### src/rtl/stream_packet_parser.sv
// Serial LSB-first packet deframer: hunts an unaligned sync word, then decodes command, length and payload.
// Define PKT_CRC_EN to append and check a CRC-8 over the command, length and payload bits.
`timescale 1ns/1ps
module stream_packet_parser #(
    parameter int                      HEADER_WIDTH  = 16,
    parameter logic [HEADER_WIDTH-1:0] HEADER        = 16'hBACD,
    parameter int                      COMMAND_WIDTH = 16,
    parameter int                      LENGTH_WIDTH  = 16
) (
    input  logic                     clk,
    input  logic                     rst_n,
    input  logic                     input_bit,
    input  logic                     is_new_input_bit,
    output logic                     output_bit,
    output logic                     is_new_output_bit,
    output logic [COMMAND_WIDTH-1:0] command,
    output logic                     command_valid,
    output logic [LENGTH_WIDTH-1:0]  payload_length,
    output logic                     packet_done,
    output logic                     busy,
    output logic                     crc_error
);
    localparam int     MAX_A   = (HEADER_WIDTH > COMMAND_WIDTH) ? HEADER_WIDTH : COMMAND_WIDTH;
    localparam int     MAX_B   = (MAX_A > LENGTH_WIDTH) ? MAX_A : LENGTH_WIDTH;
    localparam longint LEN_MAX = (longint'(1) << LENGTH_WIDTH) - 1;
    localparam longint CNT_MAX = (longint'(MAX_B) > LEN_MAX) ? longint'(MAX_B) : LEN_MAX;
    localparam int     CNT_W   = $clog2(CNT_MAX + 1);
    localparam logic [CNT_W-1:0] CNT_ONE = 1;

`ifdef PKT_CRC_EN
    typedef enum logic [2:0] {HUNT, COMMAND, LENGTH, PAYLOAD, CRC} state_t;
    localparam state_t AFTER_DATA     = CRC;
    localparam logic   DONE_AFTER_DATA = 1'b0;
`else
    typedef enum logic [1:0] {HUNT, COMMAND, LENGTH, PAYLOAD} state_t;
    localparam state_t AFTER_DATA     = HUNT;
    localparam logic   DONE_AFTER_DATA = 1'b1;
`endif

    state_t                    state_q, state_d;
    logic [CNT_W-1:0]          cnt_q, cnt_d;
    logic [HEADER_WIDTH-1:0]   window_q, window_d, window_shift;
    logic [COMMAND_WIDTH-1:0]  cmd_sh_q, cmd_sh_d, cmd_word, command_q, command_d;
    logic [LENGTH_WIDTH-1:0]   len_sh_q, len_sh_d, len_word, length_q, length_d;
    logic                      obit_q, obit_d, ovld_q, ovld_d;
    logic                      cvld_q, cvld_d, done_q, done_d;
    logic                      hdr_match;

    assign window_shift = {input_bit, window_q[HEADER_WIDTH-1:1]};
    assign cmd_word     = {input_bit, cmd_sh_q[COMMAND_WIDTH-1:1]};
    assign len_word     = {input_bit, len_sh_q[LENGTH_WIDTH-1:1]};
    // In HUNT the counter tracks window fill, so a match needs a full window of fresh bits.
    assign hdr_match = is_new_input_bit && (state_q == HUNT) && (window_shift == HEADER) &&
                       (cnt_q >= CNT_W'(HEADER_WIDTH - 1));

    always_comb begin
        state_d   = state_q;
        cnt_d     = cnt_q;
        window_d  = window_q;
        cmd_sh_d  = cmd_sh_q;
        len_sh_d  = len_sh_q;
        command_d = command_q;
        length_d  = length_q;
        obit_d    = obit_q;
        ovld_d    = 1'b0;
        cvld_d    = 1'b0;
        done_d    = 1'b0;
        if (is_new_input_bit) begin
            case (state_q)
                HUNT: begin
                    window_d = window_shift;
                    if (hdr_match) begin
                        state_d = COMMAND;
                        cnt_d   = '0;
                    end else if (cnt_q < CNT_W'(HEADER_WIDTH)) begin
                        cnt_d = cnt_q + CNT_ONE;
                    end
                end
                COMMAND: begin
                    cmd_sh_d = cmd_word;
                    cnt_d    = cnt_q + CNT_ONE;
                    if (cnt_q == CNT_W'(COMMAND_WIDTH - 1)) begin
                        command_d = cmd_word;
                        cvld_d    = 1'b1;
                        cnt_d     = '0;
                        state_d   = LENGTH;
                    end
                end
                LENGTH: begin
                    len_sh_d = len_word;
                    cnt_d    = cnt_q + CNT_ONE;
                    if (cnt_q == CNT_W'(LENGTH_WIDTH - 1)) begin
                        length_d = len_word;
                        cnt_d    = '0;
                        if (len_word != '0) begin
                            state_d = PAYLOAD;
                        end else begin
                            state_d = AFTER_DATA;
                            done_d  = DONE_AFTER_DATA;
                        end
                    end
                end
                PAYLOAD: begin
                    obit_d = input_bit;
                    ovld_d = 1'b1;
                    cnt_d  = cnt_q + CNT_ONE;
                    if ((cnt_q + CNT_ONE) == CNT_W'(length_q)) begin
                        cnt_d   = '0;
                        state_d = AFTER_DATA;
                        done_d  = DONE_AFTER_DATA;
                    end
                end
`ifdef PKT_CRC_EN
                CRC: begin
                    cnt_d = cnt_q + CNT_ONE;
                    if (cnt_q == CNT_W'(7)) begin
                        cnt_d   = '0;
                        state_d = HUNT;
                        done_d  = 1'b1;
                    end
                end
`endif
                default: state_d = HUNT;
            endcase
        end
    end

    always_ff @(posedge clk or negedge rst_n) begin
        if (!rst_n) begin
            state_q   <= HUNT;
            cnt_q     <= '0;
            window_q  <= '0;
            cmd_sh_q  <= '0;
            len_sh_q  <= '0;
            command_q <= '0;
            length_q  <= '0;
            obit_q    <= 1'b0;
            ovld_q    <= 1'b0;
            cvld_q    <= 1'b0;
            done_q    <= 1'b0;
        end else begin
            state_q   <= state_d;
            cnt_q     <= cnt_d;
            window_q  <= window_d;
            cmd_sh_q  <= cmd_sh_d;
            len_sh_q  <= len_sh_d;
            command_q <= command_d;
            length_q  <= length_d;
            obit_q    <= obit_d;
            ovld_q    <= ovld_d;
            cvld_q    <= cvld_d;
            done_q    <= done_d;
        end
    end

    assign output_bit        = obit_q;
    assign is_new_output_bit = ovld_q;
    assign command           = command_q;
    assign command_valid     = cvld_q;
    assign payload_length    = length_q;
    assign packet_done       = done_q;
    assign busy              = (state_q != HUNT);

`ifdef PKT_CRC_EN
    function automatic logic [7:0] crc8_step(input logic [7:0] c, input logic b);
        logic fb;
        fb = c[7] ^ b;
        return {c[6:0], 1'b0} ^ (fb ? 8'h07 : 8'h00);
    endfunction

    logic [7:0] crc_q, crc_d, rx_q, rx_d, rx_word;
    logic       crc_err_q, crc_err_d;

    assign rx_word = {input_bit, rx_q[7:1]};

    always_comb begin
        crc_d     = crc_q;
        rx_d      = rx_q;
        crc_err_d = 1'b0;
        if (hdr_match) begin
            crc_d = '0;
        end else if (is_new_input_bit) begin
            if (state_q == COMMAND || state_q == LENGTH || state_q == PAYLOAD) begin
                crc_d = crc8_step(crc_q, input_bit);
            end else if (state_q == CRC) begin
                rx_d = rx_word;
                if (cnt_q == CNT_W'(7)) crc_err_d = (rx_word != crc_q);
            end
        end
    end

    always_ff @(posedge clk or negedge rst_n) begin
        if (!rst_n) begin
            crc_q     <= '0;
            rx_q      <= '0;
            crc_err_q <= 1'b0;
        end else begin
            crc_q     <= crc_d;
            rx_q      <= rx_d;
            crc_err_q <= crc_err_d;
        end
    end

    assign crc_error = crc_err_q;
`else
    assign crc_error = 1'b0;
`endif
endmodule

### config.mk
export PLATFORM = sky130hd
export DESIGN_NAME = stream_packet_parser
export DESIGN_NICKNAME = d
export VERILOG_FILES = /design/src/rtl/stream_packet_parser.sv
export SDC_FILE = /design/constraint.sdc
export NUM_CORES = 1
export LEC_CHECK = 0
export ABC_CLOCK_PERIOD_IN_PS = 3770
export BUFFER_PORTS_ARGS = -buffer_cell sky130_fd_sc_hd__buf_2
export CAP_MARGIN = 30
export CORE_ASPECT_RATIO = 0.9
export CORE_UTILIZATION = 58
export DETAILED_ROUTE_END_ITERATION = 10
export HOLD_SLACK_MARGIN = 0.03
export PLACE_DENSITY_LB_ADDON = 0.25
export SYNTH_ARGS = -nofsm -noshare
export SYNTH_HDL_FRONTEND = slang
export SYNTH_SLANG_ARGS = --single-unit
### constraint.sdc
create_clock -name clk -period 3.77 [get_ports clk]
set_input_delay 0.754 -clock clk [delete_from_list [all_inputs] [get_ports clk]]
set_output_delay 0.754 -clock clk [all_outputs]
set_load 0.005 [all_outputs]
==> metrics.txt <==
# TYPE chip_impl_metric gauge
chip_impl_metric{name="clock_latency_on_the_worst_skew_pair",unit="ps"} 370
chip_impl_metric{name="seq_power_share",unit="%"} 48.0
chip_impl_metric{name="post_drt_wl_per_cell",unit="um"} 18.7
chip_impl_info{name="dominant_cell_type_by_area_after_synthesis",value="sky130_fd_sc_hd__dfrtp_1"} 1
chip_impl_info{name="timing.critical_path.cells",value="ha_1 -> nand4_1 -> nor4_2 -> o32a_1 -> nand4_1 -> or3_4 -> o21ai_4 -> nor2_4 -> a221o_1"} 1
chip_impl_metric{name="synth_edf_count",unit=""} 0
chip_impl_metric{name="nets",unit=""} 436
chip_impl_metric{name="r2r.worst_path.cells",unit=""} 9
chip_impl_metric{name="post_dp_cell_area",unit="um^2"} 5030
chip_impl_info{name="synthFlopType",value="sky130_fd_sc_hd__dfrtp_1"} 1
chip_impl_info{name="root_buffer",value="sky130_fd_sc_hd__clkbuf_8"} 1
chip_impl_metric{name="cts_hold_buf",unit=""} 0
chip_impl_metric{name="timing.hold.ws",unit="ps"} 252
chip_impl_metric{name="synthesis.area",unit="um^2"} 4740
chip_impl_metric{name="worst_setup_hold_path_clk_slew",unit="ps"} 100
chip_impl_info{name="most_repeated_cell_in_the_gate_level_netlist_after_synthesis",value="sky130_fd_sc_hd__dfrtp_1"} 1
chip_impl_metric{name="drc_markers",unit=""} 0
chip_impl_metric{name="gp_congestion",unit=""} 0.976
chip_impl_metric{name="slew_headroom",unit="%"} 35.1
chip_impl_info{name="grt_setup_unrepaired",value="false"} 1
chip_impl_metric{name="mappedNetlistNets",unit=""} 398
chip_impl_metric{name="tightest_slew",unit="ps"} 964
chip_impl_info{name="path_common_cell",value="sky130_fd_sc_hd__nand4_1"} 1
chip_impl_info{name="min-delay-path-class",value="in2async"} 1
chip_impl_metric{name="drt-total-wl",unit="um"} 9840
chip_impl_metric{name="final-max-slew-violation-count",unit=""} 0
chip_impl_metric{name="critPathRequiredTime",unit="ps"} 4030
chip_impl_metric{name="synth.avg_cell_area",unit="um^2"} 12.2
chip_impl_metric{name="fill_cells",unit=""} 570
chip_impl_metric{name="post-route-period-util",unit="%"} 91.9
chip_impl_metric{name="totalNegativeSetupSlack",unit="ps"} 0
chip_impl_metric{name="layout-drive-gt1-share",unit="%"} 36.0
chip_impl_metric{name="synth_largest_type_area_fraction",unit="%"} 52.2
chip_impl_metric{name="htreeDepth",unit=""} 3
chip_impl_info{name="cpLargestDelayFamily",value="simple AND/OR/NAND/NOR gates"} 1
chip_impl_info{name="worstSetupEndpointType",value="register"} 1
chip_impl_metric{name="ys_types",unit=""} 56
chip_impl_metric{name="post_cts_setup_buffer_count",unit=""} 0
chip_impl_metric{name="regToRegSetupSlack",unit="ps"} 300
chip_impl_metric{name="place.detailed.hpwl",unit="um"} 6990
chip_impl_metric{name="die-area",unit="um^2"} 8540
chip_impl_metric{name="cellInternalPower",unit="mW"} 2.13
chip_impl_metric{name="grt_first_pass_wirelength",unit="um"} 16200
chip_impl_metric{name="vias_per_cell",unit=""} 6.11
chip_impl_metric{name="power_leakage",unit="nW"} 2.58
chip_impl_metric{name="setup_ws_post_layout",unit="ps"} 304
chip_impl_metric{name="initial_core_util",unit="%"} 61.3
chip_impl_info{name="timing_worst_setup_path_type",value="reg2reg"} 1
chip_impl_metric{name="fp.coreArea",unit="um^2"} 7730
chip_impl_metric{name="final-hold-violation-count",unit=""} 0
chip_impl_metric{name="track_usage",unit="%"} 24.6
chip_impl_metric{name="placement.io_buffers",unit=""} 40
chip_impl_metric{name="synthesis.instances",unit=""} 388
chip_impl_metric{name="syn2layout_area_growth",unit="%"} 10.1
chip_impl_info{name="timing.critical_path.slowest_stage_cell",value="sky130_fd_sc_hd__dfrtp_1"} 1
chip_impl_metric{name="drt_pre_antenna_iters",unit=""} 5
chip_impl_metric{name="vias_in_the_first_global_route",unit=""} 3066
chip_impl_metric{name="drt_first_iter_violations",unit=""} 249
chip_impl_metric{name="post-route-util",unit="%"} 67.5
chip_impl_metric{name="std_cell_rows",unit=""} 30
chip_impl_metric{name="antenna_cells",unit=""} 0
chip_impl_metric{name="power.share.combinational",unit="%"} 32.1
chip_impl_metric{name="fp.dieW",unit="um"} 97.3
chip_impl_info{name="synth.top_cells.by_count",value="99 x sky130_fd_sc_hd__dfrtp_1, 79 x sky130_fd_sc_hd__mux2_2, 18 x sky130_fd_sc_hd__nand2_1, 18 x sky130_fd_sc_hd__nor2_1, 18 x sky130_fd_sc_hd__o21ai_0"} 1
chip_impl_metric{name="setup_violations",unit=""} 0
chip_impl_metric{name="die_height",unit="um"} 87.8
chip_impl_metric{name="synth.yosys.seq_area_share",unit="%"} 52.2
chip_impl_metric{name="post_layout_min_period",unit="ps"} 3470
chip_impl_metric{name="critPathMaxFanout",unit=""} 17
chip_impl_metric{name="cts_max_path_bufs",unit=""} 2
chip_impl_info{name="synth_area_leaders",value="sky130_fd_sc_hd__dfrtp_1 52%, sky130_fd_sc_hd__mux2_2 19%, sky130_fd_sc_hd__a22o_1 2.4%, sky130_fd_sc_hd__xnor2_1 2.2%, sky130_fd_sc_hd__o21ai_0 1.9%"} 1
chip_impl_info{name="worst_setup_path_start_kind",value="register"} 1
chip_impl_metric{name="power.density",unit="nW/um^2"} 642
chip_impl_metric{name="max_stage_delay",unit="ps"} 520
chip_impl_metric{name="initial_antenna_violation_count",unit=""} 0
chip_impl_metric{name="p_switching",unit="mW"} 1.23
chip_impl_metric{name="grt.overflow.total",unit=""} 0
chip_impl_metric{name="worstPathBufferInverterCount",unit=""} 0
chip_impl_metric{name="vias",unit=""} 3222
chip_impl_metric{name="dp_worst_setup_slack",unit="ps"} 372
chip_impl_info{name="run_status",value="finished clean"} 1
chip_impl_metric{name="ant_nets",unit=""} 0
chip_impl_metric{name="cts_sink_count",unit=""} 99
chip_impl_metric{name="arrival",unit="ps"} 3730
chip_impl_metric{name="cts_buffers",unit=""} 9
chip_impl_info{name="cts_tree",value="done"} 1
chip_impl_metric{name="clock-skew-final",unit="ps"} 9.08
chip_impl_metric{name="sw_frac_of_total",unit="%"} 36.6
chip_impl_metric{name="irDropWorstVdd",unit="V"} 0.000349
chip_impl_metric{name="synth-warning-count",unit=""} 0
chip_impl_metric{name="yosys_register_bits",unit=""} 99
chip_impl_info{name="regToRegEndpoint",value="cnt_q[13]"} 1
chip_impl_info{name="rr_startpoint",value="cnt_q[0]"} 1
chip_impl_metric{name="finalInstanceArea",unit="um^2"} 5220
chip_impl_metric{name="maxCapViolCount",unit=""} 0
chip_impl_metric{name="grt_max_degree",unit=""} 65
chip_impl_metric{name="cts.repair.resized",unit=""} 0
chip_impl_metric{name="clockPowerShare",unit="%"} 19.9
chip_impl_metric{name="max_clock_freq",unit="MHz"} 289
chip_impl_metric{name="design.portCount",unit=""} 42
chip_impl_metric{name="postSynth.asyncResetShare",unit="%"} 100
[layout make-up]
| type | instances | area [um^2] | area share (%) |
|---|---|---|---|
| Multi-Input combinational cell | 259 | 2110 | 40.5 |
| Inverter | 9 | 33.8 | 0.647 |
| Sequential cell | 99 | 2480 | 47.4 |
| Clock buffer | 9 | 124 | 2.37 |
| Tap cell | 96 | 120 | 2.30 |
| Clock inverter | 7 | 70.1 | 1.34 |
| Timing Repair Buffer | 48 | 283 | 5.41 |
[power groups by stage]
stage                     Clock [mW]  Combinational, mW  Sequential (mW)
after floorplan                    0              0.877             1.52
after global placement             0               1.03             1.60
after detailed placement           0               1.08             1.62
after CTS                      0.688               1.08             1.60
after global routing           0.722               1.18             1.65
final                          0.668               1.08             1.61
[per-layer routing]
| metal | up-vias | wire length (um) | track usage (%) |
|---|---|---|---|
| met3 | 14 | 618 | 5.19 |
| met2 | 105 | 4480 | 37.6 |
| met1 | 1610 | 4620 | 35.7 |
| li1 | 1493 | - | - |
| met5 | - | 0 | 0 |
| met4 | 0 | 120 | 8.02 |
[worst max path at each step]
stage / startpoint / end / slack [ps] / depth (start not counted)
after floorplan: cnt_q[0] / state_q[1] / 900 / 10
after global placement: cnt_q[0] / cnt_q[13] / 520 / 9
after detailed placement: cnt_q[0] / cnt_q[13] / 370 / 9
after CTS: cnt_q[0] / cnt_q[13] / 330 / 9
after global routing: cnt_q[0] / cnt_q[13] / 90 / 9
final: cnt_q[0] / cnt_q[13] / 300 / 9
[cell families (layout without fill, tap and decap cells)]
| family | after synthesis | in the layout | synth area share, % |
|---|---|---|---|
| buffers and inverters | 30 | 73 | 3.19 |
| other | 1 | 1 | 0.0791 |
| XOR/XNOR | 20 | 20 | 3.69 |
| flip-flops | 99 | 99 | 52.2 |
| AO/OA/AOI/OAI | 52 | 52 | 8.02 |
| multiplexers | 81 | 81 | 19.2 |
| AND/OR/NAND/NOR | 99 | 99 | 12.0 |
| adder cells (fa/ha/maj) | 6 | 6 | 1.58 |
[placed cells by master (no fill, tap or decap), types with 2 or more instances in the layout]
cell	instances
sky130_fd_sc_hd__buf_4	8
sky130_fd_sc_hd__inv_8	2
sky130_fd_sc_hd__mux2_2	79
sky130_fd_sc_hd__mux2i_1	2
sky130_fd_sc_hd__xnor2_1	12
sky130_fd_sc_hd__dfrtp_1	99
sky130_fd_sc_hd__inv_1	9
sky130_fd_sc_hd__nand2_1	18
sky130_fd_sc_hd__inv_6	2
sky130_fd_sc_hd__nand4_1	7
sky130_fd_sc_hd__nor4_1	11
sky130_fd_sc_hd__nand4b_1	3
sky130_fd_sc_hd__ha_1	6
sky130_fd_sc_hd__nor3_1	7
sky130_fd_sc_hd__nor2b_1	4
sky130_fd_sc_hd__a22o_1	13
sky130_fd_sc_hd__and3_1	8
sky130_fd_sc_hd__clkbuf_8	9
sky130_fd_sc_hd__nand4_2	2
sky130_fd_sc_hd__nand3_1	8
sky130_fd_sc_hd__a211o_1	2
sky130_fd_sc_hd__nor2_1	18
sky130_fd_sc_hd__o31ai_1	3
sky130_fd_sc_hd__xor2_1	8
sky130_fd_sc_hd__a21oi_1	2
sky130_fd_sc_hd__buf_2	39
sky130_fd_sc_hd__o21ai_0	18
[per-stage QoR]
stage,cells,total power [mW]
finish,527,3.35
global route,527,3.55
CTS,527,3.37
global placement,510,2.63
floorplan,388,2.39
detailed placement,511,2.70
[sequential cells by signal (all words and copies together), names as in the netlist]
signal / cells
output_bit: 1
payload_length: 16
window_q: 15
command: 16
packet_done: 1
len_sh_q: 15
cmd_sh_q: 15
state_q: 2
command_valid: 1
cnt_q: 16
is_new_output_bit: 1
[worst register-to-register path: stages, from the launching register on]
cell                      delay (ps)
sky130_fd_sc_hd__dfrtp_1         520
sky130_fd_sc_hd__ha_1            370
sky130_fd_sc_hd__nand4_1         310
sky130_fd_sc_hd__nor4_2          490
sky130_fd_sc_hd__o32a_1          200
sky130_fd_sc_hd__nand4_1         150
sky130_fd_sc_hd__or3_4           410
sky130_fd_sc_hd__o21ai_4         390
sky130_fd_sc_hd__nor2_4          160
sky130_fd_sc_hd__a221o_1         350
No activity file was read; power rests on OpenSTA's default activity.
